===== src/rtl/peripheral_mpi_noc_arbiter.sv =====
// ---------------------------------------------------------------------------
// peripheral_mpi_noc_arbiter
//
// Packet-granular round-robin arbiter. Merges the outgoing NoC streams of N
// MPI endpoints onto one NoC output link. Once a requester is granted, the
// grant is held from its first flit through its last flit, so packets from
// different endpoints never interleave on the output.
//
// Ports:
//   clk        clock, all state on the rising edge
//   rst        asynchronous active-low reset
//   in_flit    requester flits, requester i at [i*NOC_FLIT_WIDTH +: NOC_FLIT_WIDTH]
//   in_last    last-flit marker per requester
//   in_valid   flit valid per requester
//   in_ready   flit accepted per requester
//   out_flit   merged flit towards the NoC
//   out_last   last flit of the current packet
//   out_valid  merged flit valid
//   out_ready  NoC accepts the flit
//   grant      one-hot current owner, zero while idle
//   busy       high while a packet is locked (also the FSM state: 1 = LOCKED)
//
// Handshake: a flit moves on a rising edge where valid and ready are both
// high. Valid never depends on ready; ready (in_ready) is a pure function of
// the grant and out_ready. A source holds flit/last stable while valid is
// high and ready is low.
// ---------------------------------------------------------------------------
module peripheral_mpi_noc_arbiter #(
    parameter int NOC_FLIT_WIDTH = 32,
    parameter int N              = 4
) (
    input  logic                        clk,
    input  logic                        rst,
    input  logic [N*NOC_FLIT_WIDTH-1:0] in_flit,
    input  logic [N-1:0]                in_last,
    input  logic [N-1:0]                in_valid,
    output logic [N-1:0]                in_ready,
    output logic [NOC_FLIT_WIDTH-1:0]   out_flit,
    output logic                        out_last,
    output logic                        out_valid,
    input  logic                        out_ready,
    output logic [N-1:0]                grant,
    output logic                        busy
);

    localparam int OW = (N > 1) ? $clog2(N) : 1;

    localparam logic [0:0] IDLE   = 1'b0;
    localparam logic [0:0] LOCKED = 1'b1;

    logic [0:0]                state;
    logic [OW-1:0]             owner;
    logic [OW-1:0]             rr_ptr;
    logic [OW-1:0]             pick;
    logic [OW-1:0]             cand;
    logic                      pick_found;
    logic                      locked;
    logic                      xfer;
    logic [NOC_FLIT_WIDTH-1:0] flit_arr [N];

    assign locked = (state == LOCKED);

    // Unpack the flat flit bus so the owner can select its lane directly.
    always_comb begin
        for (int i = 0; i < N; i++) begin
            flit_arr[i] = in_flit[i*NOC_FLIT_WIDTH +: NOC_FLIT_WIDTH];
        end
    end

    // Search starts just after the last winner, so the requester that most
    // recently finished a packet is considered last.
    always_comb begin
        pick       = '0;
        cand       = '0;
        pick_found = 1'b0;
        for (int k = 1; k <= N; k++) begin
            cand = OW'((int'(rr_ptr) + k) % N);
            if (!pick_found && in_valid[cand]) begin
                pick       = cand;
                pick_found = 1'b1;
            end
        end
    end

    // Datapath is purely combinational from the owner; forced to zero in IDLE.
    always_comb begin
        for (int i = 0; i < N; i++) begin
            grant[i] = locked && (owner == OW'(i));
        end
    end

    assign out_flit  = locked ? flit_arr[owner] : '0;
    assign out_last  = locked & in_last[owner];
    assign out_valid = locked & in_valid[owner];
    assign in_ready  = grant & {N{out_ready}};
    assign busy      = locked;
    assign xfer      = out_valid & out_ready;

    always_ff @(posedge clk or negedge rst) begin
        if (!rst) begin
            state  <= IDLE;
            owner  <= '0;
            rr_ptr <= OW'(N - 1);
        end else begin
            case (state)
                IDLE: begin
                    // Arbitration cycle: no flit moves while the owner is chosen.
                    if (pick_found) begin
                        owner <= pick;
                        state <= LOCKED;
                    end
                end
                LOCKED: begin
                    if (xfer && out_last) begin
                        state  <= IDLE;
                        rr_ptr <= owner;
                    end
                end
                default: state <= IDLE;
            endcase
        end
    end

endmodule


===== config.mk =====
export PLATFORM = sky130hd
export DESIGN_NAME = peripheral_mpi_noc_arbiter
export DESIGN_NICKNAME = d
export VERILOG_FILES = /design/src/rtl/peripheral_mpi_noc_arbiter.sv
export SDC_FILE = /design/constraint.sdc
export NUM_CORES = 1
export LEC_CHECK = 0
export BUFFER_PORTS_ARGS = -buffer_cell sky130_fd_sc_hd__buf_2
export CAP_MARGIN = 10
export CORE_AREA = 2 2 71 73
export CTS_CLUSTER_SIZE = 40
export DETAILED_ROUTE_END_ITERATION = 8
export DIE_AREA = 0 0 73 75
export HOLD_SLACK_MARGIN = 0.12
export PLACE_DENSITY = 0.77
export SYNTH_ARGS = -nofsm -noshare
export SYNTH_HDL_FRONTEND = slang
export SYNTH_SLANG_ARGS = --single-unit

===== constraint.sdc =====
create_clock -name clk -period 2.1 [get_ports clk]
set_input_delay 0.63 -clock clk [delete_from_list [all_inputs] [get_ports clk]]
set_output_delay 0.63 -clock clk [all_outputs]
set_load 0.02 [all_outputs]

; ---- Word level (Yosys, flattened, before mapping)
; Cells that the tools add are included.
[totals]
ff_bits = 5
inputBits = 139
out_inout_bits = 43
elab_cells = 63
[classes]
addsub = 4
magnitude_cmp = 6
eq_ne = 3
mux = 27
bitwise = 6
reduce_logical = 14
[ops]
columns = op, n
row1 = 32-bit 2-to-1 mux, 3
row2 = 32-bit binary-select mux with 2-bit select, 1
row3 = "2-bit by 3-bit less-than comparator with 1-bit output, second input constant", 5
row4 = 1-bit binary-select mux with 2-bit select, 6
row5 = 1-bit 2-to-1 mux, 12
row6 = 1-bit logical AND, 8
row7 = 2-bit 2-to-1 mux, 4
row8 = "2-bit by 1-bit adder with 2-bit output, second input constant", 2
row9 = "2-bit adder, second input constant", 2
row10 = 4-bit bitwise AND, 1
row11 = "2-bit equality test, second input constant", 2
row12 = 2-bit AND reduction, 2
row13 = 1-bit bitwise AND, 3
row14 = "3-bit >= comparator, second input constant", 1
row15 = 1-bit logical NOT, 3
row16 = 2-bit inverter with 3-bit output, 1
row17 = "2-bit by 1-bit equality test with 1-bit output, second input constant", 1
row18 = 2-bit logical NOT, 1
row19 = 1-bit one-hot mux with 2 select lines, 1
row20 = 1-bit inverter, 1

; ---- Depth between registers and ports, before layout
; Gate-level depths: netlist of the first run.
[depth]
word_depth = 15
mapped_depth = 4
mapped_depth_nobuf = 3

; ---- Worst setup path before layout of the first run
; OpenSTA, ideal clock, no wires.
[synth_timing]
path_type = register to output
start = register state (netlist: busy)
end = output port in_ready[2]
t_arrival_ns = 1.416
slack_ns = 0.054
path_stages_with_launch = 4
n_path_buf = 1
path_cell_list = dfrtp_1 -> clkbuf_1 -> nand2_1 -> nor3b_1
[synth_between]
elab_chain_len = 2
[synth_lines]
columns = item, line
row1 = "start, declared", 51  ; logic [0:0] state;
row2 = "start signal, assigned", 101  ; state <= IDLE;
row3 = "start signal, assigned", 110  ; state <= LOCKED;
row4 = "start signal, assigned", 115  ; state <= IDLE;
row5 = 1-bit logical AND, 88  ; grant[i] = locked && (owner == OW'(i));
row6 = 4-bit bitwise AND, 95  ; assign in_ready = grant & {N{out_ready}};
row7 = "end, declared", 37  ; output logic [N-1:0] in_ready,
; Every way passes these cells.

; ---- Worst setup path in the final report of the first run
[layout_timing]
start = register owner[0]
end = output port out_flit[18]
[layout_between]
elab_chain_len = 5
[layout_lines]
columns = item, line
row1 = "start, declared", 52  ; logic [OW-1:0] owner;
row2 = "start signal, assigned", 109  ; owner <= pick;
row3 = 2-bit inverter with 3-bit output (implied by the code), 92  ; assign out_flit = locked ? flit_arr[owner] : '0;
row4 = 32-bit binary-select mux with 2-bit select, 92
row5 = 32-bit 2-to-1 mux (implied by the code) (2 in a row), 92
row6 = 32-bit 2-to-1 mux, 92
row7 = "end, declared", 38  ; output logic [NOC_FLIT_WIDTH-1:0] out_flit,
; Every way passes these cells. The select of a mux whose other input is x is not followed.

==> results_dict.tcl, run 1 <==
set metrics [dict create \
    status "finished with violations" \
    failed_checks "setup timing" \
    fin_worst_skew_ps 1.295 \
    final_cell_area_um2 2581 \
    ys_seq_area_share_pct 9.035 \
    cp-end-kind "primary output" \
    mostFrequentLayoutCell "buf_2" \
    cts_buffers 3 \
    ir_drop_mv 0.7571 \
    fin_crit_sh_pct 110.6 \
    fmax_mhz 430.6 \
    cts.clk_slew.worst_paths_ps 40 \
    fin_ws_ps -222.5 \
    cts_sinks 5 \
    setup_tns_ps -6174 \
    area_delta_synth_final_pct 82.73 \
    initial_core_util_pct 30.31 \
    vias_per_cell 5.022 \
    die_h_um 75 \
    num_vias 1808 \
    diodes 0 \
    maxCapViolations 0 \
    synth.avg_cell_area_um2 11.77 \
    ys_warn_count 0 \
    overflow 0 \
    start_kind "flip-flop" \
    gp_congestion 0.8596 \
    critPathMaxFanout 23 \
    drtPass1Iterations 4 \
    dpl_cell_area_um2 2444 \
    grt_max_degree 24 \
    cp_data_required_time_ps 1470 \
    most-common-layout-cells "buf_2, mux4_2, and2_1" \
    powerDensity_nw_per_um2 1381 \
    p_leak_nw 1.310 \
    final.min_clock_period_ps 2323 \
    finalSetupViolations 34 \
    ant_nets 0 \
    core_area_um2 4661 \
    detailed_place_hpwl_um 4542 \
    antenna_found_initial 0 \
    place_ws_ps -59.23 \
    clk-insertion-delay-late_ps 220 \
    synth.cell_area_um2 1413 \
    grt_pass1_vias 1766 \
    hold_path.class "primary input to async pin" \
    cts_tree "yes" \
    cp.arrival_ps 1690 \
    grtUsageTotal_pct 17.87 \
    path_class "flip-flop to primary output" \
    wire_per_inst_um 15.11 \
    hold_violations 0 \
    io_pins 182 \
    port_buffers 181 \
    grt_pass1_wl_um 7576 \
    drc 0 \
    maxSlewHeadroom_pct 77.38 \
    cts-root-buf "clkbuf_8" \
    h-tree-depth 1 \
    ys_seq_elements 5 \
    slew_violations 0 \
    drt_iter0_drc 30 \
    routed_wl_um 5441 \
    postSynthNetCount 259 \
    yosysUniqueCellTypes 27 \
    dieArea_um2 5475 \
    grt_setup_unrepaired "true" \
    tightest_slew_ps 336.2 \
    fin_nets 446 \
    synthCells 120 \
    cts_max_path_buffers 2 \
    drive_above_1_share_pct 80.39 \
    fp-row-count 25 \
    die_x_um 73 \
]
==> kinds of logic (layout without fill, tap and decap cells) <==
group / after synthesis / count (layout) / synth area share (%)
buffers and inverters: 15 / 201 / 6.732
AOI/OAI and AO/OA: 7 / 7 / 3.455
muxes: 37 / 37 / 56.51
and+or+nand+nor: 56 / 56 / 24.27
DFF: 5 / 5 / 9.034
==> metal layers <==
metal	wire, um	share of wire, %	track usage, %	vias up
met5	0	0	0	-
met4	74	1.4	6.173	0
met3	475	8.7	3.347	8
met2	3088	57	35.64	107
met1	1802	33	18.47	839
li1	-	-	-	854
==> Yosys cell counts (all sizes together) <==
cell type	number	area [um2]
a21boi	1	7.510
a21o	1	7.510
a21oi	2	10.01
and2	34	212.7
and3b	1	8.760
buf	9	72.57
clkbuf	5	18.77
dfrtp	3	75.07
dfstp	2	52.55
inv	1	3.750
mux2	2	22.52
mux2i	1	10.01
mux4	34	765.7
nand2	4	15.01
nand2b	1	6.260
nand4	1	12.51
nor2	4	15.01
nor2b	1	6.260
nor3	3	15.01
nor3b	5	37.54
nor4	1	6.260
o21ai	1	5.000
o31ai	1	7.510
o41a	1	11.26
or4	1	7.510
==> timing repair <==
item                       CTS  global route
pin swaps                    1             0
setup buffers                1             1
resized for setup            8            18
hold buffers                 0             0
setup endpoints to repair   34            34
==> registers in the layout, summed over array words and instances, names as in the netlist <==
signal and flops:
owner 2, rr_ptr 2, busy 1
==> stage by stage <==
stage / power (mW) / hold WS [ps] / utilization, % / cells
finish: 3.563 / 216.5 / 55.38 / 360
global route: 3.796 / 220.5 / 55.38 / 360
floorplan: 2.259 / 334.4 / - / 120
global placement: 3.122 / 447.6 / 52.43 / 354
detailed placement: 3.155 / 448.9 / 52.43 / 354
CTS: 3.422 / 215.1 / 54.09 / 359
==> critical path, stage by stage (launching register included) <==
cell and delay [ps]:
dfrtp_2 400, buf_12 200, mux4_2 530, and2_1 180, buf_2 160
==> final timing paths <==
path / startpoint / to / slack [ps] / depth (start not counted)
max in group asynchronous: rst / rr_ptr[1] / 1670 / 1
worst min-delay path: rst / busy / 220 / 1
worst max-delay path: owner[0] / out_flit[18] / -220 / 4
worst max register to register: owner[1] / rr_ptr[1] / 180 / 6
min in group clk: rr_ptr[0] / owner[0] / 650 / 2
worst min register to register: rr_ptr[0] / owner[0] / 650 / 2
==> where the power goes <==
| group | internal (mW) | switching (mW) | total, mW |
|---|---|---|---|
| Sequential | 0.158 | 0.0729 | 0.231 |
| Clock | 0.131 | 0.0505 | 0.181 |
| Combinational | 1.64 | 1.51 | 3.15 |
==> layout make-up <==
type	count	area, um2
Sequential cell	5	130.1
Tap cell	54	67.56
Timing Repair Buffer	196	1125
Fill cell	436	2079
Inverter	1	3.754
Multi-Input combinational cell	100	1210
Clock buffer	4	45.04
(Power assumes the default switching activity.)
==> inputs of run 2 (changes only) <==
- CORE_AREA: 2 2 71 73 -> unset
- CORE_ASPECT_RATIO: unset -> 0.9
- CORE_MARGIN: unset -> 2
- CORE_UTILIZATION: unset -> 33
- DIE_AREA: 0 0 73 75 -> unset
- PLACE_DENSITY: 0.77 -> 0.83
==> results_dict.tcl, run 2 (synthesized netlist as in run 1, its figures left out) <==
set metrics [dict create \
    core_area_um2 4101 \
    initial_core_util_pct 34.44 \
    setup.worst_path.end "out_last" \
    wire_per_inst_um 17.64 \
    fin_ws_ps -240.5 \
    grtUsageTotal_pct 23.21 \
    grt_max_degree 23 \
    die_x_um 72.97 \
    area_delta_synth_final_pct 106.6 \
    dieArea_um2 4821 \
    most-common-layout-cells "buf_2, buf_6, mux4_2" \
    cp-end-kind "primary output" \
    drtPass1Iterations 4 \
    maxCapViolations 0 \
    reg2reg_depth 7 \
    fp-row-count 22 \
    fin_worst_skew_ps 2.826 \
    hold_path.class "primary input to async pin" \
    gp_congestion 0.7813 \
    port_buffers 181 \
    vias_per_cell 5.269 \
    drive_above_1_share_pct 89.46 \
    status "finished with violations" \
    p_leak_nw 1.473 \
    slowest_delay_ps 470 \
    crit_chain "buf_12, buf_4, mux4_2, and2_4, buf_6" \
    fin_nets 453 \
    h-tree-depth 1 \
    overflow 0 \
    mostFrequentLayoutCell "buf_2" \
    maxSlewHeadroom_pct 74.27 \
    grt_pass1_vias 1849 \
    final.min_clock_period_ps 2341 \
    diodes 0 \
    routed_wl_um 6368 \
    dpl_cell_area_um2 2416 \
    ant_nets 0 \
    cts-root-buf "clkbuf_8" \
    critPathMaxFanout 5 \
    antenna_found_initial 0 \
    cts.clk_slew.worst_paths_ps 40 \
    drc 0 \
    num_vias 1902 \
    detailed_place_hpwl_um 4967 \
    setup_tns_ps -6910 \
    cts_tree "yes" \
    fin_crit_sh_pct 111.5 \
    failed_checks "setup timing" \
    grt_busiest_layer "met2" \
    fmax_mhz 427.3 \
    slowest_stage "mux4_2" \
    slew_violations 0 \
    r2r_setup_slack_ps 120 \
    cts_buffers 3 \
    io_pins 182 \
    cts_max_path_buffers 2 \
    stdcell_count 361 \
    cp_data_required_time_ps 1470 \
    r2r_start "owner[0]" \
    clk-insertion-delay-late_ps 230 \
    use_met3_pct 4.268 \
    die_h_um 66.07 \
    r2r-end "rr_ptr[0]" \
    cp.arrival_ps 1710 \
    cts_sinks 5 \
    grt_use_met2_pct 45.00 \
    start_kind "flip-flop" \
    hold_violations 0 \
    finalSetupViolations 34 \
    final_cell_area_um2 2918 \
    cp-startpoint "owner[0]" \
    path_class "flip-flop to primary output" \
    grt_pass1_wl_um 8514 \
    ir_drop_mv 0.8064 \
    grt_setup_unrepaired "true" \
    grt_use_met1_pct 25.29 \
    powerDensity_nw_per_um2 1542 \
    drt_iter0_drc 32 \
    tightest_slew_ps 382.5 \
    place_inst 347 \
]
## run 2: cell count changes in the layout (fill, tap and decap cells not counted), moves of 4 or more
cell    change
buf_6      +29
buf_2      -28
and2_1     -23
and2_4     +23
buf_4       +4
## run 2: worst min path at each step
stage                     from        to  slack, ps  cells after the start
after global routing       rst  owner[0]        210                      1
after CTS                  rst  owner[0]        210                      1
after global placement     rst  owner[1]        450                      1
after floorplan            rst      busy        330                      0
final                      rst  owner[0]        200                      1
after detailed placement   rst      busy        450                      1
## run 2: critical path, delay by kind of cell, from the launching register on
| family | cells | cell delay [ps] |
|---|---|---|
| mux | 1 | 470 |
| flops | 1 | 420 |
| buf+inv | 3 | 400 |
| simple gates | 1 | 190 |
## run 2: stage by stage
step | power (mW) | hold WS, ps | setup slack, ps | util [%]
2_1_floorplan | 2.259 | 334.4 | 53.93 | -
3_3_place_gp | 3.099 | 446.2 | -113.8 | 58.91
3_5_place_dp | 3.142 | 450.4 | -107.1 | 58.91
4_1_cts | 3.497 | 207.5 | -248.3 | 62.05
5_1_grt | 4.735 | 214.9 | -263.0 | 71.14
6_report | 4.500 | 203.8 | -240.5 | 71.14
## run 2: per-layer routing
layer | up-vias | part of all wire [%]
met5 | - | 0
met1 | 921 | 33
met4 | 0 | 1.4
li1 | 863 | -
met2 | 109 | 57
met3 | 9 | 8.0
## run 2: cell type report
cell class / count / area (um2)
fillers: 308 / 1184
inverters: 1 / 3.754
multi-input cells: 100 / 1287
clock buffers: 4 / 45.04
well taps: 48 / 60.06
repair buffers: 203 / 1391
flip-flops and latches: 5 / 130.1
## run 2: repair_timing
| action | in CTS | in global routing |
|---|---|---|
| gates cloned | 0 | 2 |
| setup endpoints to repair | 34 | 36 |
| hold buffers | 0 | 0 |
| pin swaps | 1 | 8 |
| gates resized for setup | 18 | 90 |
| buffers inserted | 3 | 5 |
## run 2: power by group
| group | switching (mW) | internal [mW] |
|---|---|---|
| registers | 0.0634 | 0.158 |
| clock network | 0.0587 | 0.131 |
| logic | 1.71 | 2.38 |
| total | 1.83 | 2.67 |
==> inputs of run 3 (changes only) <==
- clock period: 2.1 -> 2.4 ns (I/O delays scaled with it)
==> results_dict.tcl, run 3 (synthesized netlist as in run 1, its figures left out) <==
set metrics [dict create \
    cts_max_path_buffers 2 \
    diodes 0 \
    overflow 0 \
    drt_iter0_drc 60 \
    mostFrequentLayoutCell "buf_2" \
    reg2reg_depth 6 \
    port_buffers 181 \
    final.min_clock_period_ps 2409 \
    cts_buffers 3 \
    routed_wl_um 6537 \
    tightest_slew_ps 325.0 \
    area_delta_synth_final_pct 101.8 \
    die_x_um 72.97 \
    die_h_um 66.07 \
    fin_ws_ps -9.449 \
    total_power_mw 3.874 \
    fmax_mhz 415.0 \
    hold_ws_ps 303.9 \
    switching_share_pct 41.28 \
    final_cell_area_um2 2850 \
    drc 0 \
    fin_crit_sh_pct 100.4 \
    cp-end-kind "primary output" \
    grt_setup_unrepaired "true" \
    fin_worst_skew_ps 3.414 \
    fp-row-count 22 \
    cts-root-buf "clkbuf_8" \
    finalSetupViolations 3 \
    detailed_place_hpwl_um 4779 \
    slowest_stage "mux4_2" \
    antenna_found_initial 0 \
    h-tree-depth 1 \
    cp_data_required_time_ps 1680 \
    ant_nets 0 \
    gp_congestion 0.7698 \
    cts_tree "yes" \
    maxSlewHeadroom_pct 78.13 \
    grt_pass1_wl_um 7907 \
    path_class "flip-flop to primary output" \
    crit_chain "buf_12, clkbuf_16, mux4_2, and2_1, buf_4" \
    failed_checks "setup timing" \
    io_pins 182 \
    maxCapViolations 0 \
    core_area_um2 4101 \
    num_vias 1910 \
    internal_power_mw 2.275 \
    place_ws_ps 9.232 \
    grt_pass1_vias 1763 \
    clk-insertion-delay-late_ps 220 \
    initial_core_util_pct 34.44 \
    r2r_start "owner[0]" \
    pwr-share-seq_pct 4.8 \
    cts.clk_slew.worst_paths_ps 40 \
    start_kind "flip-flop" \
    cp-startpoint "owner[0]" \
    wire_per_inst_um 18.21 \
    holdBufCountCts 0 \
    slowest_delay_ps 490 \
    cp.arrival_ps 1690 \
    grtUsageTotal_pct 21.16 \
    hold_violations 0 \
    most-common-layout-cells "buf_2, mux4_2, buf_6" \
    drive_above_1_share_pct 87.46 \
    p_sw_mw 1.599 \
    slew_violations 0 \
    cts_sinks 5 \
    drtPass1Iterations 4 \
    critPathMaxFanout 7 \
    powerDensity_nw_per_um2 1359 \
    dieArea_um2 4821 \
    status "finished with violations" \
    dpl_cell_area_um2 2404 \
    hold_path.class "primary input to async pin" \
    fin_nets 451 \
    vias_per_cell 5.320 \
    power_frac_comb_pct 91.2 \
    p_leak_nw 1.452 \
    pwr-share-clk_pct 4.0 \
    ir_drop_mv 0.8962 \
    grt_max_degree 24 \
]
run 3: changes by cell type in the layout (fill, tap and decap cells not counted), moves of 2 or more:
cell     before  now
buf_6        38   31
buf_2       144  150
buf_4        15   13
nor3_1        1    3
nor3_2        2    0
nor3b_1       3    5
nor3b_2       2    0
run 3: final timing paths:
path / end / slack [ps]
max: out_flit[0] / -9
min: busy / 300
max reg2reg: rr_ptr[1] / 560
min reg2reg: owner[0] / 660
max in group asynchronous: rr_ptr[0] / 1880
min in group clk: owner[0] / 660
run 3: final cells by class:
class | count | area (um2)
sequential | 5 | 128.9
fill | 340 | 1251
clock buffer | 4 | 45.04
tap | 48 | 60.06
multi-input combinational | 100 | 1265
timing repair buffer | 201 | 1348
inverter | 1 | 3.754
run 3: routing by layer:
| layer | vias up | global-route usage, % | share of wire, % |
|---|---|---|---|
| met5 | - | 0 | 0 |
| met4 | 0 | 4.861 | 2.6 |
| met3 | 16 | 3.963 | 6.6 |
| met2 | 103 | 42.27 | 57 |
| met1 | 932 | 22.54 | 34 |
| li1 | 859 | - | - |
run 3: critical path, delay by kind of cell, from the launching register on:
| family | cells | cell delay, ps |
|---|---|---|
| muxes | 1 | 490 |
| buffers and inverters | 3 | 450 |
| DFF | 1 | 360 |
| and+or+nand+nor | 1 | 170 |
run 3: through the flow:
step	TNS (ps)	util, %	std cells
after floorplan	0	-	120
after global placement	0	58.60	347
after detailed placement	0	58.60	347
after CTS	-12.78	60.13	352
after global routing	-566.2	69.49	359
final	-13.55	69.49	359
run 3: what timing repair did:
action,in CTS,in global routing
setup buffers,1,4
setup endpoints to repair,26,31
gates cloned,0,3
pin swaps,1,11
gates resized for setup,4,91
run 3: power by group through the flow:
stage,clock [mW],sequential (mW),combinational (mW)
after floorplan,0,0.168,1.81
after global placement,0,0.198,2.48
after detailed placement,0,0.200,2.51
after CTS,0.157,0.196,2.56
after global routing,0.163,0.193,3.70
final,0.154,0.185,3.53
